===== src/rtl/fetch_unit.sv =====
// Instruction fetch stage: owns the PC, reads instruction memory and buffers
// {pc, instr} pairs in a small FIFO that feeds decode via valid/ready.
module fetch_unit #(
    parameter logic [31:0] RESET_PC   = 32'h0000_0000,
    parameter int unsigned IMEM_WORDS = 1024,
    parameter int unsigned DEPTH      = 2
) (
    input  logic        clk,
    input  logic        rst,
    output logic [31:0] imem_addr,
    input  logic [31:0] imem_rdata,
    input  logic        redirect_valid,
    input  logic [31:0] redirect_pc,
    output logic        id_valid,
    input  logic        id_ready,
    output logic [31:0] id_instr,
    output logic [31:0] id_pc,
    output logic [31:0] id_pc_plus4,
    output logic        fetch_fault
);

    localparam int unsigned PTR_W = (DEPTH > 1) ? $clog2(DEPTH) : 1;
    localparam int unsigned CNT_W = $clog2(DEPTH + 1);
    localparam logic [CNT_W-1:0] FULL     = CNT_W'(DEPTH);
    localparam logic [32:0]      PC_LIMIT = 33'(IMEM_WORDS) << 2;

    typedef enum logic [0:0] {
        ST_FETCH = 1'b0,
        ST_FAULT = 1'b1
    } state_e;

    state_e             state_q, state_d;
    logic [31:0]        pc_q, pc_d;
    logic [CNT_W-1:0]   count_q, count_d;
    logic [PTR_W-1:0]   wr_ptr_q, wr_ptr_d;
    logic [PTR_W-1:0]   rd_ptr_q, rd_ptr_d;
    logic [31:0]        instr_q [DEPTH];
    logic [31:0]        pcs_q   [DEPTH];

    logic               pop;
    logic               push;
    logic               fetch_req;
    logic               in_range;
    logic               unused_redirect_lsbs;

    assign unused_redirect_lsbs = ^redirect_pc[1:0];

    // A full FIFO may still accept a fetch when its head leaves this cycle.
    assign fetch_req = (state_q == ST_FETCH) && ((count_q != FULL) || pop);
    assign in_range  = {1'b0, pc_q} < PC_LIMIT;

    // Next-state and FIFO control; redirect overrides fetch and pop.
    always_comb begin
        state_d  = state_q;
        pc_d     = pc_q;
        count_d  = count_q;
        wr_ptr_d = wr_ptr_q;
        rd_ptr_d = rd_ptr_q;
        pop      = (count_q != '0) && id_ready;
        push     = 1'b0;

        if (redirect_valid) begin
            pop      = 1'b0;
            count_d  = '0;
            wr_ptr_d = '0;
            rd_ptr_d = '0;
            pc_d     = {redirect_pc[31:2], 2'b00};
            state_d  = ST_FETCH;
        end else begin
            if (fetch_req) begin
                if (in_range) begin
                    push = 1'b1;
                    pc_d = pc_q + 32'd4;
                end else begin
                    state_d = ST_FAULT;
                end
            end
            if (pop) begin
                rd_ptr_d = PTR_W'(rd_ptr_q + 1'b1);
            end
            if (push) begin
                wr_ptr_d = PTR_W'(wr_ptr_q + 1'b1);
            end
            count_d = CNT_W'(count_q + CNT_W'(push) - CNT_W'(pop));
        end
    end

    always_ff @(posedge clk or negedge rst) begin
        if (!rst) begin
            state_q  <= ST_FETCH;
            pc_q     <= RESET_PC;
            count_q  <= '0;
            wr_ptr_q <= '0;
            rd_ptr_q <= '0;
        end else begin
            state_q  <= state_d;
            pc_q     <= pc_d;
            count_q  <= count_d;
            wr_ptr_q <= wr_ptr_d;
            rd_ptr_q <= rd_ptr_d;
        end
    end

    // FIFO storage; a push into a full FIFO reuses the slot being popped.
    always_ff @(posedge clk or negedge rst) begin
        if (!rst) begin
            for (int unsigned i = 0; i < DEPTH; i++) begin
                instr_q[i] <= '0;
                pcs_q[i]   <= '0;
            end
        end else if (push) begin
            instr_q[wr_ptr_q] <= imem_rdata;
            pcs_q[wr_ptr_q]   <= pc_q;
        end
    end

    assign imem_addr   = pc_q;
    assign id_valid    = (count_q != '0);
    assign id_instr    = instr_q[rd_ptr_q];
    assign id_pc       = pcs_q[rd_ptr_q];
    assign id_pc_plus4 = id_pc + 32'd4;
    assign fetch_fault = (state_q == ST_FAULT);

endmodule


===== config.mk =====
export PLATFORM = sky130hd
export DESIGN_NAME = fetch_unit
export DESIGN_NICKNAME = d
export VERILOG_FILES = /design/src/rtl/fetch_unit.sv
export SDC_FILE = /design/constraint.sdc
export NUM_CORES = 1
export LEC_CHECK = 0
export ABC_CLOCK_PERIOD_IN_PS = 3400
export CORE_MARGIN = 2
export CORE_UTILIZATION = 45
export DETAILED_ROUTE_END_ITERATION = 10
export PLACE_DENSITY = 0.82
export SYNTH_ARGS = -nofsm -noshare
export SYNTH_HDL_FRONTEND = slang
export SYNTH_SLANG_ARGS = --single-unit
export TNS_END_PERCENT = 1

===== constraint.sdc =====
create_clock -name clk -period 3.4 [get_ports clk]
set_clock_uncertainty 0.1 [all_clocks]
set_input_delay 0.34 -clock clk [delete_from_list [all_inputs] [get_ports clk]]
set_output_delay 0.34 -clock clk [all_outputs]
set_load 0.01 [all_outputs]

==> results.yml, run 1 <==
run_status:
  status: "finished clean"
global_routing:
  grt_max_degree: 86
  use_met1: 0.252
  grt_use_met3: 0.0614
  grt-ovfl-total: 0
  grt_pass1_wl_um: 29500
  met2_usage: 0.354
  antenna_found_initial: 0
  grt.total_usage: 0.208
  first_global_vias: 5730
  grt.busiest_layer: "met2"
critical_path:
  startpoint_type: "flip-flop"
  cp_slowest_cell: "clkdlybuf4s50_1"
  cp_cell_sequence: "buf_12 > mux2i_1 > nor4b_4 > buf_4 > nand3_4 > nor4_4 > xnor2_1 > clkdlybuf4s50_1"
  critPathKind: "reg2out"
  worstPathMaxFanout: 8
  crit_required_ns: 2.96
  arrival_ns: 2.90
  max_stage_delay_ns: 0.56
  crit_path_end_kind: "output port"
place:
  port-buffer-count: 189
  dp_hpwl_um: 13000
  place_area_um2: 9850
  gp_congestion: 0.814
timing:
  setup_viol_count_final: 0
  finalHoldWorstSlack_ns: 0.379
  fin_crit_sh: 0.983
  tightest_slew_ns: 1.04
  fmax_mhz: 299
  fin_tns_setup_ns: 0
  hold_violations: 0
  period_needed_ns: 3.34
  slew_violations: 0
  rsz0062_at_grt: "yes"
  slew_headroom: 0.305
power:
  p_leak_uw: 0.00514
  powerDensity_nw_per_um2: 393
  peakVddDrop_uv: 348
drt:
  ant_nets: 0
  wire_per_inst_um: 18.2
  vias: 5376
  via_per_inst: 5.25
  wl_um: 18700
  drc: 0
  drt_iter0_drc: 278
  firstDrtPassIters: 6
floorplanning:
  start_util: 0.464
  ios: 198
  die_x_um: 135
  rows: 47
  dieHeight_um: 135
  core_um2: 16700
  dieArea_um2: 18300
synth:
  ys_ff_latch: 159
  yosysTopAreaCellShare: 0.514
  synthCells: 594
  synth-main-ff-cell: "dfrtp_1"
  synth.top_cells.by_count: "dfrtp_1 (159), mux2_2 (110), mux2_4 (40), nand2_1 (31), xnor2_1 (29)"
  synth.area.top_cells: "dfrtp_1 (51%), mux2_2 (16%), mux2_4 (7.8%), xnor2_1 (3.3%), nor2b_1 (1.9%)"
  yosysWarnings: 0
  ys_seq_area_frac: 0.514
  ys_types: 52
  async_reset_ff_frac: 1.00
  synth_edf_count: 0
  yosysTopAreaCell: "dfrtp_1"
  synth_area_per_cell_um2: 13.0
  yosysMostFrequentCell: "dfrtp_1"
  syn_area_um2: 7740
cts:
  ctsHtreeMaxLevel: 4
  clock_latency_ns: 0.41
  cts_buffers: 17
  clockRootBuffer: "clkbuf_16"
  cts_tree: "done"
  clk_pin_slew_ns: 0.06
  cts.sink_count: 159
  clockBufferDepth: 2
layout:
  stdcell_area_um2: 10600
  syn2layout_area_growth_pct: 36.8
  regArea_um2: 3980
  final_nets: 864
  multi_input_area_um2: 3600
  n_fill_cell: 1264
  num_antenna_cells: 0
  drive_above_1_share: 0.285
worst_hold_path:
  hp-class: "reg2reg"
run:
  drv_cap: 0
through the flow:
step                      utilization  worst slack [ns]  instances  power [µW]
after floorplan                     -            0.0245        599        2080
after global placement          0.590             0.274        987        2290
after detailed placement        0.590             0.197        987        2300
after CTS                       0.631            0.0138       1022        4210
after global routing            0.634           -0.0695       1024        4330
final                           0.634            0.0579       1024        4160
layer usage:
layer / up-vias / wire (µm)
met5: - / 0
met4: 0 / 267
met3: 20 / 1360
met2: 202 / 9370
met1: 2676 / 7660
li1: 2478 / -
critical path, delay by kind of cell, from the launching register on:
kind	cells	cell delay, ns
flops	1	0.54
mux	1	0.22
simple gates	3	0.69
xor+xnor	1	0.16
buf+inv	3	0.89
where the power goes:
group	switching, µW	internal [µW]
Combinational	121	169
Clock	730	1170
Sequential	47.9	1930
kinds of logic after synthesis:
group / share of synthesized area
flip-flops: 0.514
adder cells (fa/ha/maj): 0.00646
AO/OA/AOI/OAI: 0.0291
buffers and inverters: 0.0354
AND/OR/NAND/NOR: 0.117
XOR/XNOR: 0.0430
other: 0.000484
multiplexers: 0.254
state kept, by name, summed over array words and instances (netlist names):
register and count:
instr_q 64, pcs_q 60, imem_addr 30, count_q 2
fetch_fault 1, rd_ptr_q 1, wr_ptr_q 1
cells in the final DEF, fill, tap and decap left out, types with 15 or more instances in the layout:
master,instances
xnor2_1,29
mux2_4,40
nand2_1,31
clkbuf_16,17
buf_4,17
inv_1,15
clkdlybuf4s50_1,176
mux2_2,110
dfrtp_1,158
nor2b_1,24
and2_1,22
cell type report:
class | instances | area share
flip-flops and latches | 159 | 0.376
multi-input cells | 390 | 0.340
repair buffers | 209 | 0.198
clock buffers | 20 | 0.0422
well taps | 220 | 0.0260
clock inverters | 11 | 0.0133
inverters | 15 | 0.00532
final timing paths:
path	depth (start not counted)	endpoint	from	slack (ns)
min in group asynchronous	2	instr_q[37]	rst	0.43
max in group asynchronous	4	instr_q[15]	rst	1.74
worst max-delay path	8	id_pc_plus4[20]	rd_ptr_q	0.06
worst max register to register	5	instr_q[34]	imem_addr[29]	0.71
worst min-delay path	1	pcs_q[63]	pcs_q[63]	0.38
worst min register to register	1	pcs_q[63]	pcs_q[63]	0.38
repair_timing:
action	4_1_cts	5_1_grt
hold buffers	1	0
setup buffers	3	2
cloned	0	0
endpoints found under the setup margin	18	13
pin swaps	2	5
resized for setup	15	13
hold endpoints to repair	83	0
Power figures use the tool's default switching activity.
==> run 2: changes to the inputs <==
--- a/config.mk
+++ b/config.mk
@@ -5,11 +5,11 @@
 export SDC_FILE = /design/constraint.sdc
 export NUM_CORES = 1
 export LEC_CHECK = 0
-export ABC_CLOCK_PERIOD_IN_PS = 3400
+export ABC_CLOCK_PERIOD_IN_PS = 3600
 export CORE_MARGIN = 2
-export CORE_UTILIZATION = 45
+export CORE_UTILIZATION = 40
 export DETAILED_ROUTE_END_ITERATION = 10
-export PLACE_DENSITY = 0.82
+export PLACE_DENSITY = 0.72
 export SYNTH_ARGS = -nofsm -noshare
 export SYNTH_HDL_FRONTEND = slang
 export SYNTH_SLANG_ARGS = --single-unit
==> constraint.sdc (replaced) <==
create_clock -name clk -period 3.6 [get_ports clk]
set_clock_uncertainty 0.1 [all_clocks]
set_input_delay 0.36 -clock clk [delete_from_list [all_inputs] [get_ports clk]]
set_output_delay 0.36 -clock clk [all_outputs]
set_load 0.01 [all_outputs]
==> run 2 against run 1 <==
Effect of this change:
- first-iteration DRC count is 44% lower
- the run now ends with hold timing left
- via count is 2.1% lower
- largest power group unchanged
- count of clock-buffer cells in the layout is 4 higher
==> results.yml, run 2 (same netlist as run 1, synthesis figures left out) <==
place:
  gp_congestion: 0.818
  dp_hpwl_um: 12600
  placed_cells: 1024
  port-buffer-count: 189
  dp_slack_ns: 0.356
timing:
  slew_violations: 0
  tightest_slew_ns: 1.07
  fin_crit_sh: 0.968
  finalHoldWorstSlack_ns: -0.0432
  setup_viol_count_final: 0
  period_needed_ns: 3.49
  fmax_mhz: 287
  hold_violations: 15
  setup_ws_ns: 0.114
  slew_headroom: 0.290
run_status:
  violations: "hold timing"
  status: "complete, but fails checks"
critical_path:
  critPathKind: "reg2out"
  r2r_cells: 5
  arrival_ns: 3.03
  crit_required_ns: 3.14
  crit_path_end_kind: "output port"
  cp_slowest_cell: "clkdlybuf4s50_1"
  startpoint_type: "flip-flop"
  r2r-start: "imem_addr[30]"
  max_stage_delay_ns: 0.56
  cp_cell_sequence: "buf_12 > mux2i_1 > nor4b_2 > buf_4 > nand3_4 > nor4b_4 > xnor2_1 > clkdlybuf4s50_1"
  r2r_slack_ns: 0.94
  worstPathMaxFanout: 49
  crit_family: "buffers and inverters"
  worstReg2RegEnd: "instr_q[39]"
  crit_buf_inv: 3
layout:
  layout_commonest_cell: "clkdlybuf4s50_1"
  multi_input_area_um2: 3560
  final_cell_mix: "clkdlybuf4s50_1 (188), dfrtp_1 (158), mux2_2 (110)"
  n_fill_cell: 1550
  drive_above_1_share: 0.270
  regArea_um2: 3980
  num_antenna_cells: 0
  final_nets: 855
  largest_reg_flops: 64
  regMostFlops: "instr_q"
  syn2layout_area_growth_pct: 35.4
  stdcell_count: 1056
global_routing:
  first_global_vias: 5544
  grt.total_usage: 0.182
  grt_use_met3: 0.0634
  grt_max_degree: 117
  use_met1: 0.229
  grt-ovfl-total: 0
  grt.busiest_layer: "met2"
  antenna_found_initial: 0
  met2_usage: 0.293
  grt_pass1_wl_um: 28900
drt:
  via_per_inst: 4.99
  drc: 0
  firstDrtPassIters: 4
  wl_um: 18200
  drt_iter0_drc: 156
  wire_per_inst_um: 17.3
  vias: 5265
  ant_nets: 0
power:
  p_seq_frac: 0.480
  p_int_uw: 3000
  p_sw_frac: 0.226
  p_comb_frac: 0.069
  switchingPower_uw: 880
  peakVddDrop_uv: 325
  clockPowerShare: 0.451
  p_leak_uw: 0.00484
  powerDensity_nw_per_um2: 370
cts:
  cts_tree: "done"
  cts_buffers: 17
  clockRootBuffer: "clkbuf_16"
  clockBufferDepth: 2
  clk_pin_slew_ns: 0.06
  ctsHtreeMaxLevel: 4
  clock_latency_ns: 0.43
  hold_buffers: 0
  cts.sink_count: 159
floorplanning:
  rows: 50
  dieArea_um2: 20500
  core_um2: 18800
  ios: 198
  die_x_um: 143
  start_util: 0.411
  dieHeight_um: 143
run:
  drv_cap: 0
worst_hold_path:
  hp-class: "in2async"
==> run 2: changes by cell type in the layout (fill, tap and decap cells not counted), moves of 2 or more <==
cell             change
clkbuf_8             +3
clkdlybuf4s50_1     +12
mux2i_1              +3
mux2i_2              -3
dlymetal6s2s_1      -10
bufinv_16            -2
clkinv_2             -2
buf_4                -7
dlygate4sd2_1        -2
==> run 2: cell type report <==
type | count | share of cell area
multi-input cells | 390 | 0.340
repair buffers | 200 | 0.190
well taps | 260 | 0.0310
clock inverters | 8 | 0.00764
inverters | 15 | 0.00537
clock buffers | 24 | 0.0469
flip-flops and latches | 159 | 0.380
==> run 2: routing by layer <==
layer	routed length (µm)	share of wire
met5	0	0
met4	183	0.010
met3	1300	0.071
met2	8730	0.48
met1	8010	0.44
==> run 2: worst max-delay path by stage <==
stage	cells past startpoint	to	slack, ns	startpoint
CTS	8	id_pc_plus4[30]	-0.009	rd_ptr_q
detailed placement	7	id_pc_plus4[29]	0.36	rd_ptr_q
finish	8	id_pc_plus4[30]	0.11	rd_ptr_q
floorplan	13	id_pc_plus4[28]	0.06	rd_ptr_q
global placement	7	id_pc_plus4[29]	0.39	rd_ptr_q
global route	7	id_pc_plus4[30]	-0.001	rd_ptr_q
==> run 2: through the flow <==
step | power [µW] | utilization | instance area [µm²] | setup TNS [ns]
CTS | 3930 | 0.555 | 10400 | -0.00913
global placement | 2160 | 0.524 | 9870 | 0
detailed placement | 2170 | 0.524 | 9870 | 0
finish | 3880 | 0.557 | 10500 | 0
floorplan | 1970 | - | 7760 | 0
global route | 4040 | 0.557 | 10500 | -0.00134
==> run 2: repair_timing <==
action                     CTS  global route
resized for setup            2             7
setup buffers                0             0
pin swaps                    0             0
setup endpoints to repair    8             8
==> run 2: power groups by stage <==
stage | registers, µW | logic, µW | clock network [µW]
finish | 1860 | 269 | 1750
global placement | 1890 | 266 | 0
detailed placement | 1900 | 273 | 0
global route | 1870 | 294 | 1880
floorplan | 1900 | 65.8 | 0
CTS | 1860 | 275 | 1790
